File: config.mk
export PLATFORM = sky130hd
export DESIGN_NAME = uart_rx_buffer_flat
export DESIGN_NICKNAME = d
export VERILOG_FILES = /design/src/rtl/uart_rx_buffer_if.sv /design/src/rtl/uart_rx_buffer.sv /design/src/flat_wrapper.sv
export SDC_FILE = /design/constraint.sdc
export NUM_CORES = 1
export LEC_CHECK = 0
export BUFFER_PORTS_ARGS = -buffer_cell sky130_fd_sc_hd__buf_4
export CAP_MARGIN = 20
export CORE_MARGIN = 2
export CORE_UTILIZATION = 54
export CTS_CLUSTER_SIZE = 14
export DETAILED_ROUTE_END_ITERATION = 10
export GPL_TIMING_DRIVEN = 0
export HOLD_SLACK_MARGIN = 0.1
export PLACE_DENSITY = 0.72
export SLEW_MARGIN = 20
export SYNTH_ARGS = -nofsm -noshare
export SYNTH_HDL_FRONTEND = slang
export SYNTH_SLANG_ARGS = --single-unit
File: constraint.sdc
create_clock -name clk_i -period 2.4 [get_ports clk_i]
set_input_delay 0.24 -clock clk_i [delete_from_list [all_inputs] [get_ports clk_i]]
set_output_delay 0.24 -clock clk_i [all_outputs]
set_load 0.05 [all_outputs]
File: src/rtl/uart_rx_buffer_if.sv
// Byte stream interface between uart_rx, the receive buffer and the byte consumer.
// The slave side is the buffer; the master side is its environment (receiver plus consumer).
interface uart_rx_buffer_if;
    logic       rx_ready;   // strobe: rx_val holds a completed frame
    logic       rx_error;   // strobe: parity/stop error on the current frame
    logic [7:0] rx_val;
    logic       out_valid;
    logic       out_ready;
    logic [7:0] out_data;

    modport master (
        output rx_ready,
        output rx_error,
        output rx_val,
        output out_ready,
        input  out_valid,
        input  out_data
    );

    modport slave (
        input  rx_ready,
        input  rx_error,
        input  rx_val,
        input  out_ready,
        output out_valid,
        output out_data
    );
endinterface

File: src/rtl/uart_rx_buffer.sv
// Receive-side buffer: first-word-fall-through FIFO for bytes from uart_rx, dropping and
// counting error frames, with a sticky overflow flag.
// Optional feature macro UART_RX_IDLE_TIMEOUT_EN adds an idle-gap detector that pulses idle_o
// once per burst; without it idle_o is tied low.
module uart_rx_buffer #(
    parameter int unsigned DEPTH          = 16,
    parameter int unsigned TIMEOUT_CYCLES = 34720
) (
    input  logic                     clk_i,
    input  logic                     rst_ni,
    uart_rx_buffer_if.slave          bus,
    input  logic                     clear_i,
    input  logic                     flush_i,
    output logic [$clog2(DEPTH):0]   count_o,
    output logic                     overflow_o,
    output logic [7:0]               err_cnt_o,
    output logic                     idle_o
);
    localparam int unsigned AW = $clog2(DEPTH);
    localparam int unsigned CW = AW + 1;
    localparam logic [CW-1:0] FullCount = CW'(DEPTH);

    if (DEPTH < 2 || DEPTH > 256 || (DEPTH & (DEPTH - 1)) != 0) begin : g_bad_depth
        $error("uart_rx_buffer: DEPTH must be a power of two in 2..256");
    end
    if (TIMEOUT_CYCLES < 2) begin : g_bad_timeout
        $error("uart_rx_buffer: TIMEOUT_CYCLES must be at least 2");
    end

    logic [7:0]    mem_q [DEPTH];
    logic [AW-1:0] wr_ptr_q, wr_ptr_d;
    logic [AW-1:0] rd_ptr_q, rd_ptr_d;
    logic [CW-1:0] count_q, count_d;
    logic          overflow_q, overflow_d;
    logic [7:0]    err_cnt_q, err_cnt_d;
    logic          push_req, push, pop, full, ovf_set;

    // FIFO pointer/occupancy next state; flush overrides any push or pop.
    always_comb begin
        full     = (count_q == FullCount);
        pop      = (count_q != '0) && bus.out_ready;
        push_req = bus.rx_ready && !bus.rx_error && !flush_i;
        // A pop frees the slot in the same cycle, so a full FIFO still accepts the byte.
        push     = push_req && (!full || pop);
        ovf_set  = push_req && full && !pop;
        wr_ptr_d = wr_ptr_q;
        rd_ptr_d = rd_ptr_q;
        count_d  = count_q;
        if (flush_i) begin
            rd_ptr_d = wr_ptr_q;
            count_d  = '0;
        end else begin
            if (push) wr_ptr_d = wr_ptr_q + AW'(1);
            if (pop)  rd_ptr_d = rd_ptr_q + AW'(1);
            if (push && !pop) begin
                count_d = count_q + CW'(1);
            end else if (pop && !push) begin
                count_d = count_q - CW'(1);
            end
        end
    end

    // Status flags; a new event beats a coincident clear.
    always_comb begin
        overflow_d = overflow_q;
        err_cnt_d  = err_cnt_q;
        if (ovf_set) begin
            overflow_d = 1'b1;
        end else if (clear_i) begin
            overflow_d = 1'b0;
        end
        if (bus.rx_error) begin
            if (clear_i) begin
                err_cnt_d = 8'd1;
            end else if (err_cnt_q != 8'hFF) begin
                err_cnt_d = err_cnt_q + 8'd1;
            end
        end else if (clear_i) begin
            err_cnt_d = 8'd0;
        end
    end

    // Control state with synchronous active-low reset.
    always_ff @(posedge clk_i) begin
        if (!rst_ni) begin
            wr_ptr_q   <= '0;
            rd_ptr_q   <= '0;
            count_q    <= '0;
            overflow_q <= 1'b0;
            err_cnt_q  <= 8'd0;
        end else begin
            wr_ptr_q   <= wr_ptr_d;
            rd_ptr_q   <= rd_ptr_d;
            count_q    <= count_d;
            overflow_q <= overflow_d;
            err_cnt_q  <= err_cnt_d;
        end
    end

    // Storage array; contents need no reset since occupancy gates visibility.
    always_ff @(posedge clk_i) begin
        if (push) begin
            mem_q[wr_ptr_q] <= bus.rx_val;
        end
    end

    assign bus.out_valid = (count_q != '0);
    assign bus.out_data  = mem_q[rd_ptr_q];
    assign count_o       = count_q;
    assign overflow_o    = overflow_q;
    assign err_cnt_o     = err_cnt_q;

`ifdef UART_RX_IDLE_TIMEOUT_EN
    localparam int unsigned TW = $clog2(TIMEOUT_CYCLES + 1);
    localparam logic [TW-1:0] TimeoutLast = TW'(TIMEOUT_CYCLES - 1);
    localparam logic [0:0] StWait  = 1'b0;
    localparam logic [0:0] StArmed = 1'b1;

    logic [0:0]    state_q, state_d;
    logic [TW-1:0] tmr_q, tmr_d;
    logic          strobe, idle;

    // Idle detector: armed by any receiver strobe, fires once after a quiet gap.
    always_comb begin
        strobe  = bus.rx_ready || bus.rx_error;
        state_d = state_q;
        tmr_d   = tmr_q;
        idle    = 1'b0;
        if (flush_i) begin
            state_d = StWait;
            tmr_d   = '0;
        end else if (strobe) begin
            state_d = StArmed;
            tmr_d   = '0;
        end else if (state_q == StArmed) begin
            if (tmr_q == TimeoutLast) begin
                idle    = 1'b1;
                state_d = StWait;
                tmr_d   = '0;
            end else begin
                tmr_d = tmr_q + TW'(1);
            end
        end
    end

    // Idle detector state with synchronous active-low reset.
    always_ff @(posedge clk_i) begin
        if (!rst_ni) begin
            state_q <= StWait;
            tmr_q   <= '0;
        end else begin
            state_q <= state_d;
            tmr_q   <= tmr_d;
        end
    end

    assign idle_o = idle;
`else
    assign idle_o = 1'b0;
`endif
endmodule

File: src/flat_wrapper.sv
// flat-port wrapper written by rule: the top's interface ports become plain ports
module uart_rx_buffer_flat 
#(
    parameter int unsigned DEPTH          = 16,
    parameter int unsigned TIMEOUT_CYCLES = 34720
)
  (clk_i, rst_ni, clear_i, flush_i, count_o, overflow_o, err_cnt_o, idle_o, bus_rx_ready, bus_rx_error, bus_rx_val, bus_out_ready, bus_out_valid, bus_out_data);
  uart_rx_buffer_if bus_i ();
  input  logic clk_i;
  input  logic rst_ni;
  input  logic clear_i;
  input  logic flush_i;
  output logic [$clog2(DEPTH):0] count_o;
  output logic overflow_o;
  output logic [7:0] err_cnt_o;
  output logic idle_o;
  input wire logic [$bits(bus_i.rx_ready)-1:0] bus_rx_ready;
  input wire logic [$bits(bus_i.rx_error)-1:0] bus_rx_error;
  input wire logic [$bits(bus_i.rx_val)-1:0] bus_rx_val;
  input wire logic [$bits(bus_i.out_ready)-1:0] bus_out_ready;
  output wire logic [$bits(bus_i.out_valid)-1:0] bus_out_valid;
  output wire logic [$bits(bus_i.out_data)-1:0] bus_out_data;
  assign bus_i.rx_ready = bus_rx_ready;
  assign bus_i.rx_error = bus_rx_error;
  assign bus_i.rx_val = bus_rx_val;
  assign bus_i.out_ready = bus_out_ready;
  assign bus_out_valid = bus_i.out_valid;
  assign bus_out_data = bus_i.out_data;
  uart_rx_buffer #(.DEPTH(DEPTH), .TIMEOUT_CYCLES(TIMEOUT_CYCLES)) u_core (.clk_i(clk_i), .rst_ni(rst_ni), .bus(bus_i), .clear_i(clear_i), .flush_i(flush_i), .count_o(count_o), .overflow_o(overflow_o), .err_cnt_o(err_cnt_o), .idle_o(idle_o));
endmodule
==> results.py, run 1 <==
metrics = {
    "outcome": {
        "status": "complete, no violations",
    },
    "grt": {
        "grt_pass1_vias": 3561,
        "grt.total_usage": 0.219,
        "grt_pass1_wl_mm": 19.8,
        "antenna_found_initial": 0,
        "grt-ovfl-total": 0,
        "grt_max_degree": 17,
    },
    "synthesis": {
        "synth_nets": 399,
        "synthesis.area_um2": 6270,
        "ys_ff_latch": 154,
        "ys_warn_count": 0,
        "synth_cells": 373,
        "async_reset_ff_frac": 0,
        "yosysSeqAreaShare": 0.696,
        "syn_area_per_cell_um2": 16.8,
        "synth_edf_count": 128,
        "synth_ff_type": "edfxtp_1",
        "synth.distinct_cells": 48,
    },
    "drt": {
        "dr.pass1.iters": 4,
        "highest_layer": "met4",
        "wire_per_inst_um": 22.1,
        "detail-route-antenna-nets": 0,
        "wl_met3_um": 811,
        "m1WireLength_mm": 5.21,
        "drt_iter0_drc": 299,
        "wirelength_mm": 13.1,
        "drc": 0,
        "drt-vias-per-instance": 5.96,
        "vias": 3554,
        "wl_met2_mm": 6.85,
    },
    "timing": {
        "max_freq_mhz": 422,
        "hold_ws_ns": 0.119,
        "final_max_slew_viol_count": 0,
        "timing.final.ws_setup_ns": 0.0284,
        "worst_pin_slew_ns": 0.941,
        "setup_tns_ns": 0,
        "period_needed_ns": 2.37,
        "slew_headroom": 0.370,
        "fin_worst_skew_ns": 0.0167,
        "rsz0062_at_grt": "true",
        "finalSetupViolCount": 0,
        "hold_violations": 0,
        "min_period_over_period": 0.988,
    },
    "worst_setup_path": {
        "worstPathArrival_ns": 2.70,
        "required_ns": 2.72,
        "cp-end-kind": "register",
        "cp-start-kind": "register",
        "worstPathMaxFanout": 5,
        "worstSetupPathType": "reg -> reg",
    },
    "cells_and_area": {
        "final_util": 0.680,
        "antenna_cells": 0,
        "layout-drive-gt1-share": 0.340,
        "post-route-cell-area_um2": 7730,
        "stdcell_count": 596,
        "n_fill_cell": 772,
        "fin_nets": 466,
        "syn_to_final_growth_pct": 23.3,
    },
    "power": {
        "peakVddDrop_mv": 0.490,
        "power_mw": 6.54,
        "power_density_nw_per_um2": 846,
        "p_leak_nw": 2.63,
    },
    "floorplan": {
        "dieArea_um2": 12500,
        "io_pins": 39,
        "fp-row-count": 39,
        "initial_core_util": 0.552,
        "die-height_um": 112,
        "coreArea_um2": 11400,
        "die_w_um": 112,
    },
    "flow_run": {
        "maxCapViolCount": 0,
    },
    "placement": {
        "dpl_cell_area_um2": 6750,
        "place_ws_ns": -0.0513,
        "dp_hpwl_mm": 7.91,
        "place.gp.congestion": 0.834,
        "dp_cells": 552,
        "io_buffers": 36,
    },
    "clock_tree": {
        "cts_max_path_buffers": 2,
        "clock-sinks": 154,
        "htree_levels": 4,
        "clkTransAtPathRegs_ns": 0.06,
        "cts_root_buf": "clkbuf_16",
        "cts_tree": "built",
        "clk_latency_ns": 0.43,
        "cts_buffers": 17,
    },
    "min_path": {
        "hp-class": "in -> reg",
    },
}
[registers in the layout (all words and copies together) (netlist names), named ones only]
name / count
u_core.mem_q: 128
u_core.count_o: 5
u_core.rd_ptr_q: 4
u_core.err_cnt_o: 8
u_core.wr_ptr_q: 4
u_core.overflow_o: 1
[Yosys cell counts, drive strengths merged, types with 2 or more instances]
library cell    n  share of area
o21ai           9         0.0090
nor2           24          0.014
a21oi          11         0.0088
ha             10          0.020
nand2          22          0.013
or4             2         0.0030
o31ai           2         0.0024
xnor2           4         0.0056
edfxtp        128           0.61
nand4           2         0.0020
mux2i           6         0.0096
o211ai          2         0.0024
nor3            7         0.0056
xor2            4         0.0056
and2            5         0.0050
and4            3         0.0046
mux4           32           0.11
a22oi          16          0.019
dfxtp          26          0.083
inv             8         0.0048
clkbuf          7         0.0042
buf            10         0.0088
nand2b          7         0.0070
nand3           5         0.0040
nor2b           4         0.0040
[final cells by class]
cell class	instances	area, um2	share of cell area
flip-flops and latches	154	4380	0.566
multi-input cells	194	1920	0.248
clock inverters	14	203	0.0262
plain buffers	17	154	0.0199
inverters	8	35.0	0.00453
clock buffers	18	429	0.0555
repair buffers	48	437	0.0565
well taps	143	179	0.0231
[kinds of logic after synthesis]
logic type | count (synthesis) | synth area share
other | 1 | 0.000598
AND/OR/NAND/NOR | 88 | 0.0720
XOR/XNOR | 8 | 0.0112
buffers and inverters | 25 | 0.0178
flip-flops | 154 | 0.696
multiplexers | 38 | 0.125
AO/OA/AOI/OAI | 48 | 0.0549
adder cells (fa/ha/maj) | 11 | 0.0231
[what timing repair did]
action                                 4_1_cts  5_1_grt
buffers inserted                             2        6
setup endpoints to repair                   10       11
hold buffers                                 1        0
endpoints found under the hold margin        1        0
gates cloned                                 1        2
resized for setup                           25       28
pin swaps                                    2       10
[power by group]
group,leakage [nW],internal (mW),switching (mW),total [mW]
registers,1.37,2.92,0.0288,2.95
logic,0.972,0.317,0.412,0.729
clock network,0.297,1.83,1.03,2.86
[cells in the final DEF, fill, tap and decap left out, drive strengths merged, types with 3 or more instances in the layout]
master,n
a21oi,11
o21ai,9
clkbuf,25
xnor2,4
nand2,22
and4,3
nor3,7
a22oi,16
ha,10
mux2i,6
xor2,4
nand3,5
buf,57
clkinv,5
edfxtp,128
mux4,32
nand2b,7
and2,5
bufinv,5
inv,8
nor2,24
dfxtp,26
clkinvlp,4
nor2b,4
[critical path, stage by stage (launching register included)]
cell	delay (ns)
dfxtp_4	0.36
or4_4	0.57
o21ai_4	0.21
ha_4	0.18
inv_6	0.05
ha_1	0.33
nand3_1	0.14
and3_1	0.19
o31ai_1	0.25
[per-layer routing]
metal / track usage / vias to the layer above
met5: 0 / -
met4: 0.0905 / 0
met3: 0.0631 / 19
met2: 0.364 / 132
met1: 0.271 / 1804
li1: - / 1599
[path summary, 6_finish.rpt]
kind,from,end,slack [ns],depth (start not counted)
setup / recovery,u_core.count_o[1]$_SDFFE_PP0P_,u_core.count_o[4]$_SDFFE_PP0P_,0.03,8
hold / removal,bus_rx_val[3],u_core.mem_q[4][3]$_DFFE_PP_,0.12,1
setup reg to reg,u_core.count_o[1]$_SDFFE_PP0P_,u_core.count_o[4]$_SDFFE_PP0P_,0.03,8
hold reg to reg,u_core.err_cnt_o[5]$_SDFFE_PN0P_,u_core.err_cnt_o[5]$_SDFFE_PN0P_,0.53,2
Note: power is estimated with default switching activity, not from simulation.
==> run 2, diff against run 1 <==
--- a/config.mk
+++ b/config.mk
@@ -12,8 +12,6 @@
 export CTS_CLUSTER_SIZE = 14
 export DETAILED_ROUTE_END_ITERATION = 10
-export GPL_TIMING_DRIVEN = 0
 export HOLD_SLACK_MARGIN = 0.1
 export PLACE_DENSITY = 0.72
-export SLEW_MARGIN = 20
 export SYNTH_ARGS = -nofsm -noshare
 export SYNTH_HDL_FRONTEND = slang
==> constraint.sdc (replaced) <==
create_clock -name clk_i -period 2.4 [get_ports clk_i]
set_input_delay 0.24 -clock clk_i [delete_from_list [all_inputs] [get_ports clk_i]]
set_output_delay 0.24 -clock clk_i [all_outputs]
set_load 0.005 [all_outputs]
==> run 2 against run 1 <==
  * Clock power down 2%
  * Utilization shrank 1.1 points
  * Sequential power barely moved
  * Worst hold slack got worse by 0.0010 ns
  * Cell count rose by 0.84%
  * Critical path depth is 1 higher
  * Die area stayed put
  * Maximum frequency grew 1.7%
  * Global-route usage fell by 1.1 points
  * Wire length fell by 7.1%
  * Sequential cell count unchanged
  * Non-clock buffer count increased by 5
  * Critical endpoint unchanged
==> results.py, run 2 (synthesized netlist as in run 1, its figures left out) <==
metrics = {
    "outcome": {
        "status": "complete, no violations",
    },
    "drt": {
        "wire_per_inst_um": 20.3,
        "drt_iter0_drc": 214,
        "drc": 0,
        "detail-route-antenna-nets": 0,
        "wirelength_mm": 12.2,
        "dr.pass1.iters": 4,
        "vias": 3437,
        "drt-vias-per-instance": 5.72,
    },
    "grt": {
        "antenna_found_initial": 0,
        "grt.total_usage": 0.208,
        "grt_max_degree": 33,
        "grt_pass1_vias": 3551,
        "grt_pass1_wl_mm": 18.9,
        "grt-ovfl-total": 0,
    },
    "timing": {
        "period_needed_ns": 2.33,
        "min_period_over_period": 0.972,
        "rsz0062_at_grt": "true",
        "worst_pin_slew_ns": 0.493,
        "hold_violations": 0,
        "final_max_slew_viol_count": 0,
        "finalSetupViolCount": 0,
        "max_freq_mhz": 429,
        "slew_headroom": 0.669,
        "fin_worst_skew_ns": 0.0120,
        "hold_ws_ns": 0.118,
    },
    "floorplan": {
        "initial_core_util": 0.552,
        "dieArea_um2": 12500,
        "die-height_um": 112,
        "fp-row-count": 39,
        "coreArea_um2": 11400,
        "io_pins": 39,
        "die_w_um": 112,
    },
    "clock_tree": {
        "cts_root_buf": "clkbuf_16",
        "clock-sinks": 154,
        "clkTransAtPathRegs_ns": 0.06,
        "clk_latency_ns": 0.43,
        "htree_levels": 4,
        "cts_tree": "built",
        "cts_buffers": 17,
        "hold_buffers": 0,
        "cts_max_path_buffers": 2,
    },
    "power": {
        "comb_power_share": 0.085,
        "power_mw": 6.27,
        "power_frac_clock": 0.445,
        "power_density_nw_per_um2": 824,
        "p_leak_nw": 2.63,
        "p_seq_frac": 0.470,
        "power_switching_mw": 1.33,
        "switching_share": 0.213,
        "p_int_mw": 4.94,
        "peakVddDrop_mv": 0.581,
    },
    "worst_setup_path": {
        "crit_path_cell_trace": "or4_4 > o21ai_4 > ha_4 > inv_4 > ha_1 > nand3_1 > and3_1 > o21ai_0 > o31ai_1",
        "reg2regPathDepth": 9,
        "worstSetupPathType": "reg -> reg",
        "worstPathArrival_ns": 2.63,
        "worstPathMaxFanout": 5,
        "cp.depth": 9,
        "cp-end-kind": "register",
        "cp_slowest_cell": "or4_4",
        "required_ns": 2.70,
        "slowest_delay_ns": 0.55,
        "cp-start-kind": "register",
        "cp_top_family": "simple AND/OR/NAND/NOR gates",
        "crit_buf_inv": 1,
    },
    "cells_and_area": {
        "stdcell_count": 601,
        "fin_nets": 471,
        "largest_reg_flops": 128,
        "mostFrequentLayoutCells": "edfxtp_1, buf_4, mux4_2, nor2_1, dfxtp_1",
        "syn_to_final_growth_pct": 21.3,
        "top_register": "u_core.mem_q",
        "layout-drive-gt1-share": 0.325,
        "final_util": 0.669,
        "layout_commonest_cell": "edfxtp_1",
        "antenna_cells": 0,
    },
    "min_path": {
        "hp-class": "in -> reg",
        "min_path_cells": 1,
    },
    "placement": {
        "dp_hpwl_mm": 7.58,
        "place.gp.congestion": 0.758,
        "io_buffers": 37,
        "dp_cells": 566,
    },
    "flow_run": {
        "maxCapViolCount": 0,
    },
}
[run 2: cell count changes in the layout (fill, tap and decap cells not counted), moves of 5 or more]
| cell | delta |
|---|---|
| a22oi_1 | +10 |
| a22oi_2 | -10 |
| buf_6 | -5 |
| buf_4 | +24 |
[run 2: final cells by class]
cell class	instances	area [um2]
Multi-Input combinational cell	194	1820
Fill cell	752	3760
Timing Repair Buffer	70	579
Inverter	8	32.5
Sequential cell	154	4370
Tap cell	143	179
Clock buffer	17	425
Clock inverter	15	199
[run 2: final timing paths]
| check | startpoint | to | slack (ns) |
|---|---|---|---|
| max | u_core.count_o[3]$_SDFFE_PP0P_ | u_core.count_o[4]$_SDFFE_PP0P_ | 0.07 |
| min | bus_rx_val[0] | u_core.mem_q[13][0]$_DFFE_PP_ | 0.12 |
| max reg2reg | u_core.count_o[3]$_SDFFE_PP0P_ | u_core.count_o[4]$_SDFFE_PP0P_ | 0.07 |
| min reg2reg | u_core.err_cnt_o[1]$_SDFFE_PN0P_ | u_core.err_cnt_o[1]$_SDFFE_PN0P_ | 0.52 |
[run 2: worst reg2reg max path, cell delays in order, from the launching register on]
cell and delay (ns):
dfxtp_2 0.32, or4_4 0.55, o21ai_4 0.20, ha_4 0.18, inv_4 0.05, ha_1 0.33, nand3_1 0.13, and3_1 0.18
o21ai_0 0.17, o31ai_1 0.10
[run 2: metal layers]
metal	GRT usage	vias to the layer above	wire, um
met5	0	-	0
met4	0.0856	0	147
met3	0.0599	8	1110
met2	0.340	133	6310
met1	0.263	1689	4640
li1	-	1607	-
[run 2: through the flow]
step	worst slack, ns	instance area, um2	TNS [ns]
after global placement	0.0631	6900	0
after CTS	0.0170	7570	0
after floorplan	0.0407	6270	0
after global routing	-0.0222	7610	-0.0275
final	0.0679	7610	0
after detailed placement	0.0199	6900	0
[run 2: power by group through the flow]
stage	Clock, mW	Sequential, mW	Combinational [mW]
floorplan	0	3.00	0.294
global placement	0	3.00	0.484
detailed placement	0	3.00	0.494
CTS	2.83	2.95	0.512
global route	2.95	2.95	0.582
finish	2.79	2.94	0.533
[run 2: what timing repair did]
item                       4_1_cts  5_1_grt
setup endpoints to repair        8        7
pin swaps                        0        3
buffers inserted                 0        2
gates resized for setup          4        6
gates cloned                     1        0
